<file path="src/rtl/partial_sum_accumulator.sv">
// Final reduction stage of the 32x32 multiplier: latches NUM_TERMS partial sums
// and folds them LANES per cycle into a W-bit result with a sticky carry-out flag.
module partial_sum_accumulator #(
  parameter int W         = 64,
  parameter int NUM_TERMS = 16,
  parameter int LANES     = 4
) (
  input  logic                   clk,
  input  logic                   reset,
  input  logic                   in_valid,
  output logic                   in_ready,
  input  logic [NUM_TERMS*W-1:0] in_terms,
  output logic                   out_valid,
  input  logic                   out_ready,
  output logic [W-1:0]           out_sum,
  output logic                   out_ovf
);

  localparam int STEPS = NUM_TERMS / LANES;
  localparam int CW    = (STEPS > 1) ? $clog2(STEPS) : 1;
  // Headroom so LANES terms plus the accumulator can never wrap the adder tree.
  localparam int XW    = $clog2(LANES + 1);
  localparam int SW    = W + XW;

  typedef enum logic [1:0] {IDLE, ACCUM, DONE} state_t;

  state_t                 r_state;
  logic [NUM_TERMS*W-1:0] r_terms;
  logic [W-1:0]           r_acc;
  logic                   r_ovf;
  logic [CW-1:0]          r_cnt;
  logic [W-1:0]           r_sum;
  logic                   r_out_ovf;
  logic                   r_out_valid;
  logic                   r_in_ready;

  logic [W-1:0]  w_lane [LANES];
  logic [SW-1:0] w_total;
  logic          w_ovf;
  logic          w_last;

  generate
    for (genvar gi = 0; gi < LANES; gi++) begin : g_lane
      assign w_lane[gi] = r_terms[(int'(r_cnt) * LANES + gi) * W +: W];
    end
  endgenerate

  always_comb begin
    w_total = SW'(r_acc);
    for (int l = 0; l < LANES; l++) begin
      w_total = w_total + SW'(w_lane[l]);
    end
  end

  assign w_ovf  = r_ovf | (|w_total[SW-1:W]);
  assign w_last = (r_cnt == CW'(STEPS - 1));

  always_ff @(posedge clk) begin
    if (reset) begin
      r_state     <= IDLE;
      r_terms     <= '0;
      r_acc       <= '0;
      r_ovf       <= 1'b0;
      r_cnt       <= '0;
      r_sum       <= '0;
      r_out_ovf   <= 1'b0;
      r_out_valid <= 1'b0;
      r_in_ready  <= 1'b1;
    end else begin
      case (r_state)
        IDLE: begin
          if (in_valid) begin
            r_terms    <= in_terms;
            r_acc      <= '0;
            r_ovf      <= 1'b0;
            r_cnt      <= '0;
            r_in_ready <= 1'b0;
            r_state    <= ACCUM;
          end
        end
        ACCUM: begin
          r_acc <= w_total[W-1:0];
          r_ovf <= w_ovf;
          r_cnt <= r_cnt + CW'(1);
          if (w_last) begin
            r_sum       <= w_total[W-1:0];
            r_out_ovf   <= w_ovf;
            r_out_valid <= 1'b1;
            r_state     <= DONE;
          end
        end
        DONE: begin
          if (out_ready) begin
            r_out_valid <= 1'b0;
            r_in_ready  <= 1'b1;
            r_state     <= IDLE;
          end
        end
        default: r_state <= IDLE;
      endcase
    end
  end

  assign in_ready  = r_in_ready;
  assign out_valid = r_out_valid;
  assign out_sum   = r_sum;
  assign out_ovf   = r_out_ovf;

endmodule
</file>
<file path="config.mk">
export PLATFORM = sky130hd
export DESIGN_NAME = partial_sum_accumulator
export DESIGN_NICKNAME = d
export VERILOG_FILES = /design/src/rtl/partial_sum_accumulator.sv
export SDC_FILE = /design/constraint.sdc
export NUM_CORES = 2
export LEC_CHECK = 0
export BUFFER_PORTS_ARGS = -buffer_cell sky130_fd_sc_hd__buf_2
export CAP_MARGIN = 10
export CORE_AREA = 4 4 421 423
export CTS_CLUSTER_DIAMETER = 120
export DETAILED_ROUTE_END_ITERATION = 10
export DIE_AREA = 0 0 425 427
export PLACE_DENSITY = 0.5
export SLEW_MARGIN = 20
export SYNTH_ARGS = -nofsm -noshare
export SYNTH_HDL_FRONTEND = slang
export SYNTH_SLANG_ARGS = --single-unit
</file>
<file path="constraint.sdc">
create_clock -name clk -period 7.4 [get_ports clk]
set_input_delay 0.74 -clock clk [delete_from_list [all_inputs] [get_ports clk]]
set_output_delay 0.74 -clock clk [all_outputs]
set_load 0.03 [all_outputs]
</file>
==> summary.txt <==
Floorplanning
  • Core Area: 173000 sq um
  • Die area: around 180000 sq um
  • Horiz. Die Dim: ~430 um
  • Die Y: between 400 and 500 um
  • Initial core utilization: a little under a third
  • # IOs: 1095
  • Site Rows: 153

Routing
  • WL per Instance: 21.3 um
  • Via/cell ratio: between 4 and 5
  • DRC Markers: 0
  • Vias post-DR: between 40000 and 50000
  • WL final: about 210000 um
  • Post-DRT Antenna Nets: 0
  • DRT Pass-1 Iters: 5
  • Initial DRC Count: between 3000 and 4000

Yosys
  • Syn_area_per_cell: roughly 8.3 sq um
  • Post-synthesis sequential area ratio: between 40 and 50%
  • Post-synthesis cell area: 55300 sq um
  • EDFF count, synth: 0
  • Cells after Synth: 6661
  • Synth Register Bits: 1160
  • Area contributors post-synth: dfxtp_1 (42%), nand2_1 (15%), a21oi_1 (11%)
  • Unique masters post-synth: 71
  • Dominant synthesized flop cell: dfxtp_1
  • Yosys top cell area share: a little over two fifths
  • Synth area leader: dfxtp_1
  • Syn Nets: between 7000 and 8000
  • Ys Warns: 0
  • Share of flip-flops with an asynchronous set or reset: 0%

Clock network
  • Clock transition at the registers of the reported paths: 0.06 ns
  • Clk_lat worst skew: between 0.7 and 0.8 ns
  • CTS Root Cell: clkbuf_16
  • Longest Clk Path Bufs: 3
  • Post_cts resized: 0
  • Clock sinks: between 1000 and 1500
  • CTS Buf Count: ~140
  • Number of hold buffers added after cts: 0
  • CTS tree: done
  • Setup bufs post-CTS: 0
  • H-tree levels: 4

STA
  • Post-layout min period: between 6 and 7 ns
  • RSZ-0062 raised after global routing: no
  • Final setup vio count: 0
  • Worst Tran Pin Value: approximately 1.2 ns
  • Tcrit/Tclk final: 93.4%
  • Final setup TNS: 0 ns
  • Hold Vio Cnt, Final: 0
  • Slew Limit Fails: 0
  • Slew margin rel.: 16.7%
  • Max frequency: about 0.14 GHz
  • Skew final: approximately 0.035 ns

Placement
  • Post-DP HPWL: roughly 160000 um
  • I/O Buffers: 1094
  • RePlAce Congestion: 0.868

Power and ir drop
  • Leak Pwr: 28.3 nW
  • VDD IR max: around 0.2 mV
  • P per Cell Area: about 280 nW/um^2
  • Pwr Total: between 15 and 20 mW

Critical path
  • Crit path kind: reg2reg
  • Top delay family on crit path: compound AO/OA/AOI/OAI gates
  • Reg2reg path depth: 20
  • Critical path, cell by cell: buf_12, buf_4, mux4_2, inv_1, fa_1, inv_1, fa_1, fa_1, ha_1, a21oi_1, o21ai_0, o2111ai_1, a21oi_1, a21oi_1, buf_4, o22ai_1, or3_1, a41oi_1, or4_1, nand3_1
  • Critical path arrival: ~7.6 ns
  • Slowest-stage cell, CP: dfxtp_4
  • Startpoint types: flip-flop
  • CP peak stage delay: approximately 0.74 ns
  • Worst path bufs/invs: 5
  • CP max FO: 23
  • Req. time, crit path: 8.11 ns
  • Crit path capture type: flip-flop
  • Crit path depth: 20

Global routing
  • Initial antenna violation count: 35
  • Largest net degree at the start of global routing: between 150 and 200
  • First-pass GRT wire length: slightly above 300000 um
  • Tot GR Track Use: 22.3%
  • Global route total overflow: 0
  • Vias in the first global route: a little under 50000

Final layout
  • P&R area growth vs syn: 22.1%
  • Util after Layout: approximately two fifths
  • Net count, final: 8771
  • Most common cell after layout, fill and taps aside: nand2_1
  • Most frequent cells in the layout: nand2_1 (2244), a21oi_1 (1184), dfxtp_1 (1158), buf_2 (1093), inv_1 (606)
  • Fill cells: ~18000
  • Share of cells above drive strength 1: about 22%

Hold path
  • Hold WC Path Type: in2reg
  • Hold path cells: 3

Flow run
  • Max Cap Violations: 0

Status
  • Outcome: completed
-- logic make-up (layout without fill, tap and decap cells) --
logic type | count (synthesis) | in the layout | share of synthesized area (%)
and+or+nand+nor | 2450 | 2450 | 17.2
AOI/OAI and AO/OA | 1400 | 1400 | 13.6
DFF | 1160 | 1160 | 42.0
buffers and inverters | 1079 | 2009 | 7.37
adders and majority gates | 259 | 259 | 8.46
muxes | 257 | 257 | 10.5
xor gates and xnor gates | 56 | 56 | 0.888
other | 0 | 15 | 0
-- through the flow --
stage | area (sq um) | cells | hold WS, ns | worst slack [ns]
6_report | 67500 | 9931 | 0.188 | 0.486
3_3_place_gp | 62700 | 9668 | 0.439 | 0.449
5_1_grt | 67500 | 9926 | 0.136 | 0.128
4_1_cts | 67400 | 9916 | 0.107 | 0.448
2_1_floorplan | 55300 | 6661 | 0.425 | 1.43
3_5_place_dp | 62700 | 9668 | 0.443 | 0.442
-- where the power goes --
group / internal (mW) / leakage (nW) / switching [mW]
registers: 6.68 / 9.52 / 0.258
logic: 1.72 / 16.4 / 3.01
clock network: 4.24 / 2.36 / 2.90
total: 12.6 / 28.3 / 6.16
-- final timing paths --
path	start	to	slack, ns
setup / recovery	r_cnt[0]	out_sum[60]	0.49
setup reg to reg	r_cnt[0]	out_sum[60]	0.49
hold reg to reg	r_terms[553]	r_terms[553]	0.45
hold / removal	in_terms[273]	r_terms[273]	0.19
-- worst min-delay path, cell delays in order --
cell	delay, ns
buf_2	0.09
nand2_1	0.04
a21oi_1	0.05
-- metal layers --
layer / vias to the layer above / track usage, % / part of all wire (%)
met4: 4 / 7.81 / 3.3
met5: - / 0 / 0.014
met1: 23900 / 29.6 / 44
met3: 294 / 3.31 / 4.9
met2: 1453 / 36.9 / 48
li1: 23300 / - / -
-- sequential cells by signal, summed over array words and instances (netlist names) --
register / flops
out_valid: 1
in_ready: 1
out_ovf: 1
r_terms: 1024
r_acc: 64
out_sum: 64
r_state: 2
r_ovf: 1
r_cnt: 2
-- synthesized netlist by cell type (9+ instances only) --
master / n
a211oi_1: 15
a21o_1: 37
a21oi_1: 1184
a22o_1: 19
a31oi_1: 9
buf_1: 46
clkbuf_1: 420
dfxtp_1: 1160
fa_1: 191
ha_1: 68
inv_1: 606
mux4_2: 256
nand2_1: 2245
nand3_1: 52
nand3b_1: 9
nand4_1: 15
nor2_1: 61
nor3_1: 15
o21ai_0: 54
o21bai_1: 22
xnor2_1: 29
xor2_1: 27
-- final cells by class --
class                      instances  area, sq um  area share, %
clock buffer                     190         4040           5.98
tap                             2325         2910           4.31
multi-input combinational       4422        28000           41.5
inverter                         606         2270           3.37
antenna                           15         37.5         0.0556
sequential                      1160        23200           34.4
clock inverter                    58          751           1.11
timing repair buffer            1155         6230           9.24
No activity file was read; power rests on OpenSTA's default activity.
